<file path="config.mk">
export PLATFORM = sky130hd
export DESIGN_NAME = voice_mixer_pwm_flat
export DESIGN_NICKNAME = d
export VERILOG_FILES = /design/src/rtl/voice_mixer_pwm_if.sv /design/src/rtl/voice_mixer_pwm.sv /design/src/flat_wrapper.sv
export SDC_FILE = /design/constraint.sdc
export NUM_CORES = 1
export LEC_CHECK = 0
export ABC_AREA = 1
export CORE_ASPECT_RATIO = 1.75
export CORE_MARGIN = 8
export CORE_UTILIZATION = 50
export CTS_CLUSTER_SIZE = 10
export DETAILED_ROUTE_END_ITERATION = 16
export GPL_TIMING_DRIVEN = 1
export PLACE_DENSITY = 0.86
export SYNTH_ARGS = -nofsm -noshare
export SYNTH_HDL_FRONTEND = slang
export SYNTH_SLANG_ARGS = --single-unit
export TNS_END_PERCENT = 30
</file>
<file path="constraint.sdc">
create_clock -name clk -period 3.6 [get_ports clk]
set_clock_uncertainty 0.05 [all_clocks]
set_input_delay 0.9 -clock clk [delete_from_list [all_inputs] [get_ports clk]]
set_output_delay 0.9 -clock clk [all_outputs]
set_load 0.05 [all_outputs]
</file>
<file path="src/rtl/voice_mixer_pwm_if.sv">
// Voice mixer bus: key enables and LFSR voice words in, mixed sample, PWM duty/pin and overrun out.
// Signal prefixes are from the mixer's point of view.
interface voice_mixer_pwm_if;
  logic [7:0]  i_voice_en;
  logic [7:0]  i_lfsr_1;
  logic [7:0]  i_lfsr_2;
  logic [7:0]  i_lfsr_3;
  logic [7:0]  i_lfsr_4;
  logic [7:0]  i_lfsr_5;
  logic [7:0]  i_lfsr_6;
  logic [7:0]  i_lfsr_7;
  logic [7:0]  i_lfsr_8;
  logic [10:0] o_sample;
  logic        o_sample_valid;
  logic [7:0]  o_duty;
  logic        o_pwm_out;
  logic        o_overrun;

  modport slave (
    input  i_voice_en, i_lfsr_1, i_lfsr_2, i_lfsr_3, i_lfsr_4,
           i_lfsr_5, i_lfsr_6, i_lfsr_7, i_lfsr_8,
    output o_sample, o_sample_valid, o_duty, o_pwm_out, o_overrun
  );

  modport master (
    output i_voice_en, i_lfsr_1, i_lfsr_2, i_lfsr_3, i_lfsr_4,
           i_lfsr_5, i_lfsr_6, i_lfsr_7, i_lfsr_8,
    input  o_sample, o_sample_valid, o_duty, o_pwm_out, o_overrun
  );
endinterface

</file>
<file path="src/rtl/voice_mixer_pwm.sv">
// Eight-voice mixer: one time-shared adder sums the enabled voices once per sample period,
// and the scaled sum drives an 8-bit PWM whose duty changes only at period boundaries.
module voice_mixer_pwm #(
  parameter int unsigned SAMPLE_DIV = 1024,
  parameter int unsigned MIX_SHIFT  = 3
) (
  input  logic               clk,
  input  logic               rst,
  voice_mixer_pwm_if.slave   bus
);
  localparam logic [1:0]  S_IDLE   = 2'd0;
  localparam logic [1:0]  S_ACCUM  = 2'd1;
  localparam logic [1:0]  S_DONE   = 2'd2;
  localparam logic [15:0] DIV_LAST = 16'(SAMPLE_DIV - 1);

  logic [15:0] r_div_cnt;
  logic [1:0]  r_state;
  logic [2:0]  r_idx;
  logic [10:0] r_acc;
  logic [10:0] r_sample;
  logic        r_sample_valid;
  logic        r_overrun;
  logic [7:0]  r_pend;
  logic [7:0]  r_duty;
  logic [7:0]  r_pwm_cnt;
  logic        r_pwm_out;

  logic        w_tick;
  logic [7:0]  w_voice;
  logic [7:0]  w_add;
  logic [10:0] w_acc_next;
  logic [10:0] w_shifted;
  logic [7:0]  w_duty_new;
  logic        w_last_voice;

  assign w_tick       = (r_div_cnt == DIV_LAST);
  assign w_last_voice = (r_state == S_ACCUM) && (r_idx == 3'd7);

  always_comb begin
    w_voice = 8'd0;
    case (r_idx)
      3'd0:    w_voice = bus.i_lfsr_1;
      3'd1:    w_voice = bus.i_lfsr_2;
      3'd2:    w_voice = bus.i_lfsr_3;
      3'd3:    w_voice = bus.i_lfsr_4;
      3'd4:    w_voice = bus.i_lfsr_5;
      3'd5:    w_voice = bus.i_lfsr_6;
      3'd6:    w_voice = bus.i_lfsr_7;
      3'd7:    w_voice = bus.i_lfsr_8;
      default: w_voice = 8'd0;
    endcase
  end

  // The final sum is taken straight from the adder so sample and duty land together.
  always_comb begin
    w_add = 8'd0;
    if (bus.i_voice_en[r_idx]) begin
      w_add = w_voice;
    end else begin
      w_add = 8'd0;
    end
    w_acc_next = r_acc + {3'd0, w_add};
    w_shifted  = w_acc_next >> MIX_SHIFT;
    if (w_shifted > 11'd255) begin
      w_duty_new = 8'hFF;
    end else begin
      w_duty_new = w_shifted[7:0];
    end
  end

  always_ff @(posedge clk or posedge rst) begin
    if (rst) begin
      r_div_cnt <= 16'd0;
    end else if (w_tick) begin
      r_div_cnt <= 16'd0;
    end else begin
      r_div_cnt <= r_div_cnt + 16'd1;
    end
  end

  always_ff @(posedge clk or posedge rst) begin
    if (rst) begin
      r_state        <= S_IDLE;
      r_idx          <= 3'd0;
      r_acc          <= 11'd0;
      r_sample       <= 11'd0;
      r_sample_valid <= 1'b0;
      r_overrun      <= 1'b0;
      r_pend         <= 8'd0;
    end else begin
      r_sample_valid <= 1'b0;
      r_overrun      <= w_tick && (r_state != S_IDLE);
      case (r_state)
        S_IDLE: begin
          if (w_tick) begin
            r_state <= S_ACCUM;
            r_acc   <= 11'd0;
            r_idx   <= 3'd0;
          end
        end
        S_ACCUM: begin
          r_acc <= w_acc_next;
          r_idx <= r_idx + 3'd1;
          if (w_last_voice) begin
            r_state        <= S_DONE;
            r_sample       <= w_acc_next;
            r_sample_valid <= 1'b1;
            r_pend         <= w_duty_new;
          end
        end
        S_DONE:  r_state <= S_IDLE;
        default: r_state <= S_IDLE;
      endcase
    end
  end

  // A duty written on the boundary cycle itself bypasses the pending register.
  always_ff @(posedge clk or posedge rst) begin
    if (rst) begin
      r_pwm_cnt <= 8'd0;
      r_pwm_out <= 1'b0;
      r_duty    <= 8'd0;
    end else begin
      r_pwm_cnt <= r_pwm_cnt + 8'd1;
      r_pwm_out <= (r_pwm_cnt < r_duty);
      if (r_pwm_cnt == 8'hFF) begin
        r_duty <= w_last_voice ? w_duty_new : r_pend;
      end
    end
  end

  assign bus.o_sample       = r_sample;
  assign bus.o_sample_valid = r_sample_valid;
  assign bus.o_duty         = r_duty;
  assign bus.o_pwm_out      = r_pwm_out;
  assign bus.o_overrun      = r_overrun;
endmodule

</file>
<file path="src/flat_wrapper.sv">
// flat-port wrapper written by rule: the top's interface ports become plain ports
module voice_mixer_pwm_flat 
#(
  parameter int unsigned SAMPLE_DIV = 1024,
  parameter int unsigned MIX_SHIFT  = 3
)
  (clk, rst, bus_i_voice_en, bus_i_lfsr_1, bus_i_lfsr_2, bus_i_lfsr_3, bus_i_lfsr_4, bus_i_lfsr_5, bus_i_lfsr_6, bus_i_lfsr_7, bus_i_lfsr_8, bus_o_sample, bus_o_sample_valid, bus_o_duty, bus_o_pwm_out, bus_o_overrun);
  voice_mixer_pwm_if bus_i ();
  input  logic clk;
  input  logic rst;
  input wire logic [$bits(bus_i.i_voice_en)-1:0] bus_i_voice_en;
  input wire logic [$bits(bus_i.i_lfsr_1)-1:0] bus_i_lfsr_1;
  input wire logic [$bits(bus_i.i_lfsr_2)-1:0] bus_i_lfsr_2;
  input wire logic [$bits(bus_i.i_lfsr_3)-1:0] bus_i_lfsr_3;
  input wire logic [$bits(bus_i.i_lfsr_4)-1:0] bus_i_lfsr_4;
  input wire logic [$bits(bus_i.i_lfsr_5)-1:0] bus_i_lfsr_5;
  input wire logic [$bits(bus_i.i_lfsr_6)-1:0] bus_i_lfsr_6;
  input wire logic [$bits(bus_i.i_lfsr_7)-1:0] bus_i_lfsr_7;
  input wire logic [$bits(bus_i.i_lfsr_8)-1:0] bus_i_lfsr_8;
  output wire logic [$bits(bus_i.o_sample)-1:0] bus_o_sample;
  output wire logic [$bits(bus_i.o_sample_valid)-1:0] bus_o_sample_valid;
  output wire logic [$bits(bus_i.o_duty)-1:0] bus_o_duty;
  output wire logic [$bits(bus_i.o_pwm_out)-1:0] bus_o_pwm_out;
  output wire logic [$bits(bus_i.o_overrun)-1:0] bus_o_overrun;
  assign bus_i.i_voice_en = bus_i_voice_en;
  assign bus_i.i_lfsr_1 = bus_i_lfsr_1;
  assign bus_i.i_lfsr_2 = bus_i_lfsr_2;
  assign bus_i.i_lfsr_3 = bus_i_lfsr_3;
  assign bus_i.i_lfsr_4 = bus_i_lfsr_4;
  assign bus_i.i_lfsr_5 = bus_i_lfsr_5;
  assign bus_i.i_lfsr_6 = bus_i_lfsr_6;
  assign bus_i.i_lfsr_7 = bus_i_lfsr_7;
  assign bus_i.i_lfsr_8 = bus_i_lfsr_8;
  assign bus_o_sample = bus_i.o_sample;
  assign bus_o_sample_valid = bus_i.o_sample_valid;
  assign bus_o_duty = bus_i.o_duty;
  assign bus_o_pwm_out = bus_i.o_pwm_out;
  assign bus_o_overrun = bus_i.o_overrun;
  voice_mixer_pwm #(.SAMPLE_DIV(SAMPLE_DIV), .MIX_SHIFT(MIX_SHIFT)) u_core (.clk(clk), .rst(rst), .bus(bus_i));
endmodule
</file>
==> results of run 1 <==
==> flip-flops by register name (all words and copies together) (netlist names), 2 cells and up <==
name,cells
u_core.r_pwm_cnt,8
u_core.r_state,2
u_core.bus.o_sample,11
u_core.r_div_cnt,16
u_core.bus.o_duty,8
u_core.r_idx,3
u_core.r_pend,8
u_core.r_acc,11
==> power groups by stage <==
stage          clock network (µW)  logic (µW)  registers, µW
2_1_floorplan                   0        59.6            801
3_3_place_gp                    0         157            801
3_5_place_dp                    0         160            801
4_1_cts                       970         162            787
5_1_grt                      1000         178            787
6_report                      951         162            787
==> routing by layer <==
layer  share of wire [%]  global-route usage, %
met1                  37                   21.8
met2                  53                   40.2
met3                 6.7                   5.15
met4                 3.3                   13.1
met5                   0                      0
==> per-stage QoR <==
stage	total power [µW]	util, %	setup slack [ns]	hold slack [ns]
global route	1970	68.3	0.00509	0.443
global placement	958	64.1	0.147	0.395
finish	1900	68.3	0.305	0.411
detailed placement	961	64.1	0.0915	0.407
CTS	1920	68.1	0.195	0.414
floorplan	861	-	0.565	0.383
==> cell families after synthesis <==
logic type               Yosys count
AND/OR/NAND/NOR                  279
buffers and inverters             77
flip-flops                        70
AO/OA/AOI/OAI                     52
adder cells (fa/ha/maj)           24
XOR/XNOR                          18
==> worst max-delay path by stage <==
stage,start,to,depth (start not counted)
after detailed placement,bus_i_lfsr_5[0],u_core.bus.o_duty[5]$_DFFE_PP0N_,17
final,u_core.r_idx[0]$_DFFE_PP0P_,u_core.bus.o_duty[1]$_DFFE_PP0N_,19
after CTS,u_core.r_idx[0]$_DFFE_PP0P_,u_core.bus.o_duty[6]$_DFFE_PP0N_,15
after global routing,u_core.r_idx[0]$_DFFE_PP0P_,u_core.bus.o_duty[6]$_DFFE_PP0N_,15
after global placement,bus_i_lfsr_5[0],u_core.bus.o_duty[5]$_DFFE_PP0N_,17
after floorplan,u_core.r_idx[2]$_DFFE_PP0P_,u_core.bus.o_duty[3]$_DFFE_PP0N_,17
==> worst max-delay path: cells and delay by family, from the launching register on <==
family	cells	cell delay, ns
flops	1	0.44
fa+ha+maj	3	0.89
compound gates	2	0.37
simple gates	11	1.08
buf+inv	3	0.37
==> cell usage in the layout (no fill, tap or decap), drive strengths merged, types with 2 or more instances in the layout <==
cell type      synthesis  final
nor2                  40     40
ha                    23     23
nand3                 70     70
buf                    8      9
clkbuf                 2     10
xor2                  14     14
nand2                143    143
nor3                  10     10
clkdlybuf4s50          0     95
a21boi                 2      2
a31o                   2      2
o21ai                 21     21
o211ai                 3      3
bufinv                 0      2
nor3b                  2      2
a21oi                  8      8
clkinvlp               0      2
nand4                 12     12
inv                   64     64
dfrtp                 70     70
a221oi                10     10
xnor2                  4      4
clkinv                 3      5
==> Yosys cell counts (4+ instances only) <==
cell type / instances / area share [%]
sky130_fd_sc_hd__nand2_1: 138 / 13
sky130_fd_sc_hd__dfrtp_1: 70 / 42
sky130_fd_sc_hd__nand3_1: 70 / 8.5
sky130_fd_sc_hd__inv_1: 63 / 5.7
sky130_fd_sc_hd__nor2_1: 38 / 3.5
sky130_fd_sc_hd__ha_1: 23 / 7.0
sky130_fd_sc_hd__o21ai_0: 16 / 1.9
sky130_fd_sc_hd__xor2_1: 14 / 3.0
sky130_fd_sc_hd__nand4_1: 12 / 1.8
sky130_fd_sc_hd__a221oi_1: 10 / 2.1
sky130_fd_sc_hd__nor3_1: 9 / 1.1
sky130_fd_sc_hd__a21oi_1: 8 / 0.97
sky130_fd_sc_hd__buf_2: 8 / 0.97
sky130_fd_sc_hd__o21ai_2: 5 / 1.1
sky130_fd_sc_hd__xnor2_1: 4 / 0.85
==> layout make-up <==
| type | instances | area, µm² |
|---|---|---|
| clock buffers | 10 | 239 |
| repair buffers | 104 | 1030 |
| inverters | 67 | 251 |
| well taps | 92 | 115 |
| flip-flops and latches | 70 | 1750 |
| clock inverters | 6 | 85.1 |
| fillers | 626 | 2580 |
| multi-input cells | 373 | 2090 |
==> timing repair <==
| action | 4_1_cts | 5_1_grt |
|---|---|---|
| buffers inserted | 0 | 0 |
| setup endpoints to repair | 0 | 8 |
| hold endpoints to repair | 0 | 0 |
| resized for setup | 0 | 7 |
==> reports/qor.json, run 1 <==
{
  "critical_path.reg2reg.startpoint": {"value": "u_core.r_idx[0]$_DFFE_PP0P_"},
  "initial_utilization": {"value": 50.6, "unit": "%"},
  "power.share.sequential": {"value": 41.4, "unit": "%"},
  "crit-reg2reg-capture": {"value": "u_core.bus.o_duty[1]$_DFFE_PP0N_"},
  "grt_setup_unrepaired": {"value": "false"},
  "crit_path_frequent_cell": {"value": "sky130_fd_sc_hd__nand2_1"},
  "post_drt_wl_per_cell": {"value": 16.9, "unit": "µm"},
  "synth_sequential_area_ratio": {"value": 42.5, "unit": "%"},
  "synthesis.yosys.warnings": {"value": 0},
  "outcome": {"value": "completed"},
  "timing.final.max_slew_violations": {"value": 0},
  "critical_path.cell_chain": {"value": "inv_1 -> ha_2 -> nand2_1 -> inv_1 -> a221oi_1 -> nand3_1 -> nand2_1 -> inv_1 -> ha_1 -> fa_1 -> nand3_1 -> nand3_1 -> nand2_1 -> nand2_1 -> nor2_1 -> nand2_1 -> nand2_1 -> nand2_1 -> o21ai_0"},
  "placementRows": {"value": 44},
  "place_congestion": {"value": 0.953},
  "clk_network_pwr_share": {"value": 50.1, "unit": "%"},
  "clock-root-buffer": {"value": "sky130_fd_sc_hd__clkbuf_16"},
  "synth.distinct_cells": {"value": 36},
  "drt_first_iter_violations": {"value": 264},
  "r2r.worst_path.cells": {"value": 19},
  "sw_share": {"value": 20.9, "unit": "%"},
  "post_synth_edffs": {"value": 0},
  "timing.fmax": {"value": 0.303, "unit": "GHz"},
  "synth_top_flop_cell": {"value": "sky130_fd_sc_hd__dfrtp_1"},
  "p_leak": {"value": 0.00272, "unit": "µW"},
  "synthesis.area": {"value": 4120, "unit": "µm²"},
  "crit_path_max_incr_delay": {"value": 0.44, "unit": "ns"},
  "grt_max_degree": {"value": 37},
  "buffers_on_ports": {"value": 95},
  "post-dp-hpwl": {"value": 9320, "unit": "µm"},
  "grt_overflow": {"value": 0},
  "power_frac_comb": {"value": 8.5, "unit": "%"},
  "synth-simple-area-share": {"value": 30.3, "unit": "%"},
  "setup.worst_path.class": {"value": "reg2reg"},
  "final_hold_violations": {"value": 0},
  "setup_tns": {"value": 0, "unit": "ns"},
  "number_of_antenna_violations_at_the_first_check_in_global_routing": {"value": 0},
  "count_of_hold_buffers_inserted_by_post_cts_repair": {"value": 0},
  "timing.max_slew.rel_slack": {"value": 50.6, "unit": "%"},
  "post-route-period-util": {"value": 91.5, "unit": "%"},
  "irDropWorstVdd": {"value": 364, "unit": "µV"},
  "crit_arrival": {"value": 3.49, "unit": "ns"},
  "crit_required": {"value": 3.80, "unit": "ns"},
  "synth_compound_gate_area_share": {"value": 8.65, "unit": "%"},
  "drt_pass1_iterations": {"value": 5},
  "clock_latency": {"value": 0.34, "unit": "ns"},
  "via_per_inst": {"value": 5.64},
  "grt_first_pass_wirelength": {"value": 19800, "unit": "µm"},
  "finish.net_count": {"value": 723},
  "number_of_global_route_vias_before_repair": {"value": 4170},
  "routed-via-count": {"value": 4074},
  "critical_path.startpoint_type": {"value": "flop"},
  "detail_route.wirelength": {"value": 12200, "unit": "µm"},
  "final_setup_violation_count": {"value": 0},
  "numCtsBuffers": {"value": 9},
  "internal_reg_to_reg_setup_slack": {"value": 0.30, "unit": "ns"},
  "hold-path-cell-count": {"value": 1},
  "cp_slowest_cell": {"value": "sky130_fd_sc_hd__dfrtp_1"},
  "async_flop_share": {"value": 100, "unit": "%"},
  "dominant_combinational_cell_family_by_area_after_synthesis": {"value": "simple AND/OR/NAND/NOR gates"},
  "postRouteAntennaNets": {"value": 0},
  "placedInstanceArea": {"value": 5220, "unit": "µm²"},
  "layout.cell_area.non_filler": {"value": 5560, "unit": "µm²"},
  "core_area": {"value": 8150, "unit": "µm²"},
  "synth_fp_nets": {"value": 618},
  "net_switching_power_of_the_design": {"value": 398, "unit": "µW"},
  "max_cap_violations": {"value": 0},
  "synth.mux.area_fraction": {"value": 0, "unit": "%"},
  "yosys.area_share.xor_xnor": {"value": 3.82, "unit": "%"},
  "post_synth.cell_area_avg": {"value": 7.93, "unit": "µm²"},
  "htree_num_levels": {"value": 3},
  "globalRouteTotalUtil": {"value": 21.9, "unit": "%"},
  "design.die.area": {"value": 11500, "unit": "µm²"},
  "startpoint_of_the_worst_hold_path": {"value": "u_core.r_div_cnt[0]$_DFF_PP0_"},
  "dp.cells": {"value": 706},
  "power_per_cell_area": {"value": 342, "unit": "nW/µm²"},
  "synthesis.instances": {"value": 520},
  "cts-root-to-sink-buffers": {"value": 2},
  "antenna_cells": {"value": 0},
  "drive_above_1_share": {"value": 7.78, "unit": "%"},
  "fp.dieH": {"value": 136, "unit": "µm"},
  "cts.clk_slew.worst_paths": {"value": 0.06, "unit": "ns"},
  "yosys.area_share.adder": {"value": 7.47, "unit": "%"},
  "worst-slew-pin-transition": {"value": 0.741, "unit": "ns"},
  "critPathMaxFanout": {"value": 8},
  "post_layout_nonfiller_instances": {"value": 722},
  "pin_count": {"value": 96},
  "cts.sink_count": {"value": 70},
  "route.detailed.drc": {"value": 0},
  "endpoint_kind": {"value": "flop"},
  "power_report.internal_total": {"value": 1500, "unit": "µW"},
  "cts_tree": {"value": "yes"},
  "die_width": {"value": 84.6, "unit": "µm"},
  "finalWorstPathRequiredPeriod": {"value": 3.30, "unit": "ns"},
  "syn_to_final_growth": {"value": 35.0, "unit": "%"},
  "min_path_type": {"value": "reg2reg"},
  "min_delay_worst_endpoint": {"value": "u_core.r_div_cnt[0]$_DFF_PP0_"},
  "ys_seq_elements": {"value": 70}
}
Note: power is estimated with default switching activity, not from simulation.
==> run 2, diff against run 1 <==
- TNS_END_PERCENT: 30 -> 10
==> results of run 2 <==
Final layout, timing and power as in run 1 (identical DEF).
